--- config.mk ---
export PLATFORM = sky130hd
export DESIGN_NAME = io_port_traffic_gen
export DESIGN_NICKNAME = d
export VERILOG_FILES = /design/src/rtl/io_port_traffic_gen.sv
export SDC_FILE = /design/constraint.sdc
export NUM_CORES = 1
export LEC_CHECK = 0
export BUFFER_PORTS_ARGS = -buffer_cell sky130_fd_sc_hd__buf_2
export CORE_MARGIN = 2
export CORE_UTILIZATION = 55
export DETAILED_ROUTE_END_ITERATION = 6
export PLACE_DENSITY = 0.8
export SLEW_MARGIN = 25
export SYNTH_ARGS = -nofsm -noshare
export SYNTH_HDL_FRONTEND = slang
export SYNTH_SLANG_ARGS = --single-unit
--- constraint.sdc ---
create_clock -name clk -period 5.59 [get_ports clk]
set_input_delay 0.2795 -clock clk [delete_from_list [all_inputs] [get_ports clk]]
set_output_delay 0.2795 -clock clk [all_outputs]
set_load 0.01 [all_outputs]
--- src/rtl/io_port_traffic_gen.sv ---
// Table-driven memory/IO port traffic source with write, read-check, write-then-read and interleaved modes.
// Define IOPG_TIMEOUT_EN to enable the ready watchdog; otherwise the block waits indefinitely for ready.
module io_port_traffic_gen #(
  parameter int DATA_W         = 32,
  parameter int ADDR_W         = 28,
  parameter int DEPTH          = 16,
  parameter int GAP_CYCLES     = 16,
  parameter int TIMEOUT_CYCLES = 1024,
  localparam int IDX_W         = $clog2(DEPTH)
) (
  input  logic              clk,
  input  logic              rst,
  input  logic              cfg_we,
  input  logic [IDX_W-1:0]  cfg_idx,
  input  logic [ADDR_W-1:0] cfg_addr,
  input  logic [DATA_W-1:0] cfg_data,
  input  logic [1:0]        mode,
  input  logic              loop_en,
  input  logic              start,
  input  logic              stop,
  output logic [DATA_W-1:0] mem_data_wr,
  output logic [ADDR_W-1:0] mem_data_addr,
  output logic              mem_rw_data,
  output logic              mem_valid_data,
  input  logic              mem_ready_data,
  input  logic [DATA_W-1:0] mem_data_rd,
  output logic              busy,
  output logic              done,
  output logic              error,
  output logic [15:0]       err_count,
  output logic [IDX_W-1:0]  err_idx,
  output logic              timeout
);

  localparam int GAP_W = (GAP_CYCLES > 1) ? $clog2(GAP_CYCLES) : 1;
  localparam int TMO_W = $clog2(TIMEOUT_CYCLES + 1);
  localparam logic [IDX_W-1:0] LAST_IDX = IDX_W'(DEPTH - 1);
  localparam logic [GAP_W-1:0] GAP_LAST = GAP_W'((GAP_CYCLES > 0) ? GAP_CYCLES - 1 : 0);
  localparam logic [TMO_W-1:0] TMO_LAST = TMO_W'(TIMEOUT_CYCLES - 1);

`ifdef IOPG_TIMEOUT_EN
  localparam bit TMO_EN = 1'b1;
`else
  localparam bit TMO_EN = 1'b0;
`endif

  typedef enum logic [1:0] {S_IDLE, S_ISSUE, S_GAP, S_DONE} state_t;

  state_t            state, state_nxt;
  logic [ADDR_W-1:0] tbl_addr [DEPTH];
  logic [DATA_W-1:0] tbl_data [DEPTH];
  logic [IDX_W-1:0]  idx, idx_nxt;
  logic              pass, pass_nxt;
  logic [1:0]        mode_q;
  logic              stop_seen;
  logic [GAP_W-1:0]  gap_cnt;
  logic [TMO_W-1:0]  tmo_cnt;

  logic start_ok, is_wr, accept, last_step, stop_any, tmo_hit, rd_mismatch;

  function automatic logic [15:0] sat_inc16(input logic [15:0] v);
    return (v == 16'hFFFF) ? v : v + 16'd1;
  endfunction

  // pass doubles as the write/read phase in mode 2 and the per-entry step in mode 3
  always_comb begin
    case (mode_q)
      2'd0:    is_wr = 1'b1;
      2'd1:    is_wr = 1'b0;
      default: is_wr = ~pass;
    endcase
  end

  assign start_ok    = start && (state == S_IDLE || state == S_DONE);
  assign accept      = (state == S_ISSUE) && mem_ready_data;
  assign last_step   = (idx == LAST_IDX) && (mode_q[1] ? pass : 1'b1);
  assign stop_any    = stop_seen | stop;
  assign tmo_hit     = TMO_EN && (state == S_ISSUE) && !mem_ready_data && (tmo_cnt == TMO_LAST);
  assign rd_mismatch = accept && !is_wr && (mem_data_rd != tbl_data[idx]);

  always_comb begin
    state_nxt = state;
    idx_nxt   = idx;
    pass_nxt  = pass;
    case (state)
      S_IDLE, S_DONE: begin
        if (start_ok) begin
          state_nxt = S_ISSUE;
          idx_nxt   = '0;
          pass_nxt  = 1'b0;
        end
      end
      S_ISSUE: begin
        if (accept) begin
          if (last_step) begin
            idx_nxt  = '0;
            pass_nxt = 1'b0;
          end else begin
            case (mode_q)
              2'd2: begin
                if (idx == LAST_IDX) begin
                  idx_nxt  = '0;
                  pass_nxt = 1'b1;
                end else begin
                  idx_nxt = idx + 1'b1;
                end
              end
              2'd3: begin
                pass_nxt = ~pass;
                if (pass) idx_nxt = idx + 1'b1;
              end
              default: idx_nxt = idx + 1'b1;
            endcase
          end
          if (stop_any || (last_step && !loop_en)) state_nxt = S_DONE;
          else if (GAP_CYCLES > 0)                 state_nxt = S_GAP;
          else                                     state_nxt = S_ISSUE;
        end else if (tmo_hit) begin
          state_nxt = S_DONE;
        end
      end
      S_GAP: begin
        if (stop_any)                state_nxt = S_DONE;
        else if (gap_cnt == GAP_LAST) state_nxt = S_ISSUE;
      end
      default: state_nxt = S_IDLE;
    endcase
  end

  always_ff @(posedge clk) begin
    if (rst) begin
      state     <= S_IDLE;
      idx       <= '0;
      pass      <= 1'b0;
      mode_q    <= 2'd0;
      stop_seen <= 1'b0;
      gap_cnt   <= '0;
      tmo_cnt   <= '0;
      error     <= 1'b0;
      err_count <= 16'd0;
      err_idx   <= '0;
      timeout   <= 1'b0;
    end else begin
      state   <= state_nxt;
      idx     <= idx_nxt;
      pass    <= pass_nxt;
      gap_cnt <= (state == S_GAP) ? gap_cnt + 1'b1 : '0;
      tmo_cnt <= (state == S_ISSUE && !mem_ready_data) ? tmo_cnt + 1'b1 : '0;
      if (start_ok) begin
        mode_q    <= mode;
        stop_seen <= 1'b0;
        error     <= 1'b0;
        err_count <= 16'd0;
        err_idx   <= '0;
        timeout   <= 1'b0;
      end else begin
        if (stop && (state == S_ISSUE || state == S_GAP)) stop_seen <= 1'b1;
        if (rd_mismatch) begin
          error     <= 1'b1;
          err_count <= sat_inc16(err_count);
          if (!error) err_idx <= idx;
        end
        if (tmo_hit) timeout <= 1'b1;
      end
    end
  end

  // Table contents survive reset; writes only land while no sequence is running
  always_ff @(posedge clk) begin
    if (cfg_we && !start && (state == S_IDLE || state == S_DONE)) begin
      tbl_addr[cfg_idx] <= cfg_addr;
      tbl_data[cfg_idx] <= cfg_data;
    end
  end

  assign mem_valid_data = (state == S_ISSUE);
  assign mem_rw_data    = mem_valid_data && is_wr;
  assign mem_data_addr  = mem_valid_data ? tbl_addr[idx] : '0;
  assign mem_data_wr    = mem_rw_data ? tbl_data[idx] : '0;
  assign busy           = (state == S_ISSUE) || (state == S_GAP);
  assign done           = (state == S_DONE);

endmodule

# Yosys cells after proc, flatten, opt, wreduce, memory -nomap -nowiden
# Memories as Yosys holds them, arrays and structs flattened. A register that Yosys moved wholly into a read port is not among the register bits.
# Cells that the tools add are included.
totals:
  out_inout_bits: 86
  input_bits: 105
  elab_cells: 91
  ff_bits: 35
  n_memories: 2
  ramBits: 960
memory_table:
  columns: ["memory", "depth", "word_bits", "rd", "rd_ports_with_merged_regs", "write_ports", "line", "rtl"]
  rows:
  - ["tbl_data", 16, 32, 1, 1, 1, "51", "logic [DATA_W-1:0] tbl_data [DEPTH];"]
  - ["tbl_addr", 16, 28, 1, 1, 1, "50", "logic [ADDR_W-1:0] tbl_addr [DEPTH];"]
op_classes:
  bitwise: 5
  n_eq_ne: 16
  mux: 29
  n_reduce_logical: 27
  n_addsub: 3
op_table:
  columns: ["cell", "n"]
  rows:
  - ["$mux W4", 9]
  - ["$mux W32", 1]
  - ["$ne A32 B32 Y1", 1]
  - ["$mux W28", 1]
  - ["$add A16 B1 Y16 const B", 1]
  - ["$eq A16 B16 Y1 const B", 1]
  - ["$pmux W4 S2", 2]
  - ["$logic_and A1 B1 Y1", 10]
  - ["$add A4 B1 Y4 const B", 2]
  - ["$eq A2 B2 Y1 const B", 4]
  - ["$eq A4 B4 Y1 const B", 2]
  - ["$mux W1", 8]
  - ["$mux W2", 4]
  - ["$ne A4 B4 Y1 const B", 2]
  - ["$pmux W1 S2", 3]
  - ["$pmux W2 S3", 1]
  - ["$reduce_or A2 Y1", 3]
  - ["$reduce_and A5 Y1", 1]
  - ["$eq A2 B1 Y1 const B", 2]
  - ["$logic_not A2 Y1", 2]
  - ["$ne A4 B1 Y1 const B", 1]
  - ["$not A1 Y1", 4]
  - ["$reduce_and A2 Y1", 2]
  - ["$reduce_and A4 Y1", 1]
  - ["other kinds (8)", 12]

# Longest topological paths before layout
logic_depth:
  word_depth: 8
  ltp_mapped: 16
  depth_no_buf: 9

# Worst setup path after synthesis
# No wires, ideal clock.
synth_timing:
  path_type: "flip-flop to flip-flop"
  startpoint: "reg state[0]"
  endpoint: "mem tbl_addr[0][0], enable pin"
  required_ns: 5.038
  arrival_time_ns: 5.578
  setup_ns: 0.552
  path_buffers: 0
  path_stages_with_launch: 8
  period_less_slack_ns: 6.131
  slack_ns: -0.541
  cell_sequence: "dfxtp_1 -> inv_1 -> ha_1 -> inv_1 -> nor2_1 -> nand2_1 -> or3_1 -> nor3_1"
synth_via:
  elab_chain_cells: 5
  elab_cells_between_ends: 6
  classes_between: "eq/ne: 1; mux: 2; reduce/logical: 3"
synth_rtl:
  columns: ["element", "line", "rtl"]
  rows:
  - ["from (decl)", "49", "state_t state, state_nxt;"]
  - ["from (signal assigned)", "144", "state <= state_nxt;"]
  - ["$eq A2 B2 Y1 or $logic_not A2 Y1 (tied branches)", "170", "if (cfg_we && !start && (state == S_IDLE || state == S_DONE)) begin"]
  - ["$logic_or A1 B1 Y1 (*)", "170", null]
  - ["$logic_and A1 B1 Y1 (*)", "170", null]
  - ["$mux W1 (*)", "170", null]
  - ["$mux W1 (implied by the code) (*)", "171", "tbl_addr[cfg_idx] <= cfg_addr;"]
  - ["to (decl)", "50", null]
# Mark *: on every way between the ends. The rest lies on a longest branch, timed or not.

==> flow_summary_export.csv <==
group,metric,value,unit
synth,synth-simple-area-share,3.512,%
timing,min_period_over_period,79.09,%
worst_setup_path,max_stage_delay,0.74,ns
synth,synth-adder-area-share,0.1888,%
worst_setup_path,critPathCapture,"mem_data_addr[21]",
cells_and_area,instances_no_fill,3275,
synth,syn_area,39760,sq um
cells_and_area,final_cell_mix,"edfxtp_1 (960), mux4_2 (230), buf_2 (189), mux2i_1 (101), clkbuf_16 (98)",
die,dieArea,74460,sq um
global_routing,grt_overflow,0,
clock_network,cts_resized,0,
route,wire_per_inst,30.64,um
place,place_inst,3043,
clock_network,cts-root-buf,"clkbuf_16",
worst_setup_path,worstSetupPathDepth,6,
cells_and_area,drive_above_1_share,28.80,%
synth,ys_ff_latch,999,
die,core_area,71490,sq um
clock_network,htree_levels,3,
place,place.gp.congestion,0.9308,
route,vias,21442,
hold_path,hold_class,"input pin to flip-flop",
worst_setup_path,cpMostUsedCell,"mux4_2",
synth,synthesis.nets,2061,
synth,synthMuxAreaShare,16.15,%
timing,finalSetupViolations,0,
power,power.leakage,14.61,nW
clock_network,clk_latency,0.65,ns
die,rows,98,
synth,synth_cell_types,60,
synth,synth-main-ff-cell,"edfxtp_1",
power,finalPower,17.15,mW
timing,setup_slack,1.169,ns
synth,ys_async_sr_fraction,0,%
route,viasPerCell,6.547,
global_routing,grt_pass1_wl,146.0,mm
timing,maxSlewViolCount,0,
worst_setup_path,cp-start-kind,"flip-flop",
worst_setup_path,crit_family,"buffers and inverters",
synth,ys_warn_count,0,
die,die_h,272.9,um
cells_and_area,final_common_cell,"edfxtp_1",
global_routing,grt_usage,27.18,%
worst_setup_path,path_class,"flip-flop to primary output",
timing,clock-skew-final,0.01512,ns
synth,syn_inst,1950,
route,drt-initial-drc-count,2862,
worst_setup_path,cp_max_fo,67,
route,antenna_left,0,
timing,fmax,226.2,MHz
clock_network,clockBufferDepth,3,
timing,fin_crit,4.421,ns
worst_setup_path,r2r_setup_slack,1.21,ns
clock_network,cts_tree,"yes",
power,peakVddDrop,0.0004138,V
worst_setup_path,path_cells,"buf_12 -> buf_4 -> mux4_2 -> mux4_2 -> and2_1 -> buf_2",
clock_network,path_clk_slew,0.06,ns
route,wl,100.3,mm
synth,synth_xor_area_share,1.564,%
worst_setup_path,ff2ff_path_depth,10,
die,die_x,272.9,um
timing,rsz0062_at_grt,"no",
synth,avgSynthCellArea,20.39,sq um
route,dr.pass1.iters,6,
place,numPortBuffers,189,
worst_setup_path,cp-end-kind,"primary output",
die,initial_core_util,55.62,%
cells_and_area,finalNetCount,2354,
timing,finalHoldViolations,0,
cells_and_area,syn_to_final_growth,15.30,%
place,pre_cts_ws,1.251,ns
timing,slew_headroom,29.55,%
worst_setup_path,cp.buffers_inverters,3,
power,pwr_density_cell,374.0,nW/um^2
worst_setup_path,critPathSlowestCell,"buf_4",
clock_network,clkSinkCount,999,
global_routing,grt_pass1_vias,21737,
flow_run,drv_cap,0,
synth,yosysSeqAreaShare,74.46,%
synth,synth_enable_flop_cells,960,
global_routing,grt_max_degree,115,
worst_setup_path,cp.required,5.31,ns
worst_setup_path,crit_arrival,4.14,ns
global_routing,antenna_found_initial,12,
die,ios,191,
timing,tightest_slew,1.057,ns
timing,setup_tns,0,ns
place,place_hpwl,54.15,mm
synth,synth_top_family_by_area,"multiplexers",
status,status,"complete, no violations",
synth,synth-compound-area-share,2.750,%
worst_setup_path,reg2reg_to,"err_count[12]$_SDFFE_PP0P_",
route,drcViolationCount,0,
clock_network,cts_made_buffers,96,
## cell families (layout without fill, tap and decap cells)
kind of cell | count (synthesis) | in the layout
buf+inv | 109 | 482
other cells | 1 | 3
fa+ha+maj | 6 | 6
simple gates | 262 | 262
mux | 346 | 346
flops | 999 | 999
xor+xnor | 71 | 71
compound gates | 156 | 156
## synth_stat cells (15+ instances only)
library cell	instances	area, sq um
nand3_1	28	140.1
mux2i_1	101	1011
nand2_1	52	195.2
xnor2_1	29	254.0
dfxtp_1	39	780.8
xor2_1	42	367.9
and2_1	36	225.2
a22oi_1	22	165.2
o21ai_0	16	80.08
and3_1	19	118.9
clkbuf_1	40	150.1
edfxtp_1	960	28830
buf_1	23	86.33
a21oi_1	25	125.1
nor2_1	44	165.2
mux4_2	230	5180
nor3_1	15	75.07
## through the flow
step / utilization [%] / area [sq um] / hold WS, ns
floorplan: - / 39780 / 0.3784
global placement: 58.85 / 42070 / 0.4277
detailed placement: 58.85 / 42070 / 0.4429
CTS: 64.12 / 45840 / 0.002216
global route: 64.13 / 45850 / 0.01560
finish: 64.13 / 45850 / 0.02378
## timing repair
item / 4_1_cts / 5_1_grt
endpoints found under the hold margin: 608 / 0
setup buffers: 0 / 0
hold buffers: 52 / 0
## sequential cells by signal (all words and copies together), names as in the netlist, named ones only
register	cells
mode_q	2
state	2
err_idx	4
idx	4
tbl_data	512
err_count	16
error	1
pass	1
gap_cnt	4
tbl_addr	448
stop_seen	1
## report_power, final
group | leakage, nW | internal, mW | switching [mW] | total (mW)
Sequential | 8.96 | 8.28 | 0.0736 | 8.35
Combinational | 4.08 | 0.921 | 1.19 | 2.11
Clock | 1.57 | 3.91 | 2.78 | 6.68
Total | 14.6 | 13.1 | 4.05 | 17.1
## how the worst min path moves through the flow
| stage | startpoint | end | slack, ns | cells after the start |
|---|---|---|---|---|
| global placement | gap_cnt[0]$_SDFF_PP0_ | gap_cnt[0]$_SDFF_PP0_ | 0.43 | 1 |
| global route | cfg_data[13] | tbl_data[5][13]$_DFFE_PP_ | 0.02 | 1 |
| detailed placement | gap_cnt[0]$_SDFF_PP0_ | gap_cnt[0]$_SDFF_PP0_ | 0.44 | 1 |
| CTS | cfg_data[8] | tbl_data[12][8]$_DFFE_PP_ | 0.002 | 1 |
| finish | cfg_data[13] | tbl_data[12][13]$_DFFE_PP_ | 0.02 | 1 |
| floorplan | cfg_addr[0] | tbl_addr[0][0]$_DFFE_PP_ | 0.38 | 0 |
## layout make-up
type / instances / area, sq um
Clock inverter: 69 / 753.2
Tap cell: 950 / 1189
Antenna cell: 2 / 5.005
Timing Repair Buffer: 292 / 1987
Inverter: 12 / 45.04
Multi-Input combinational cell: 842 / 9749
Clock buffer: 109 / 2494
Fill cell: 4594 / 25640
Sequential cell: 999 / 29620
## routing by layer
layer,track usage [%],vias to the layer above,wire [um]
met5,0,-,119
li1,-,8668,-
met4,8.010,20,2818
met1,36.50,11046,36150
met3,6.572,248,11390
met2,44.69,1460,49860
(Power assumes the default switching activity.)
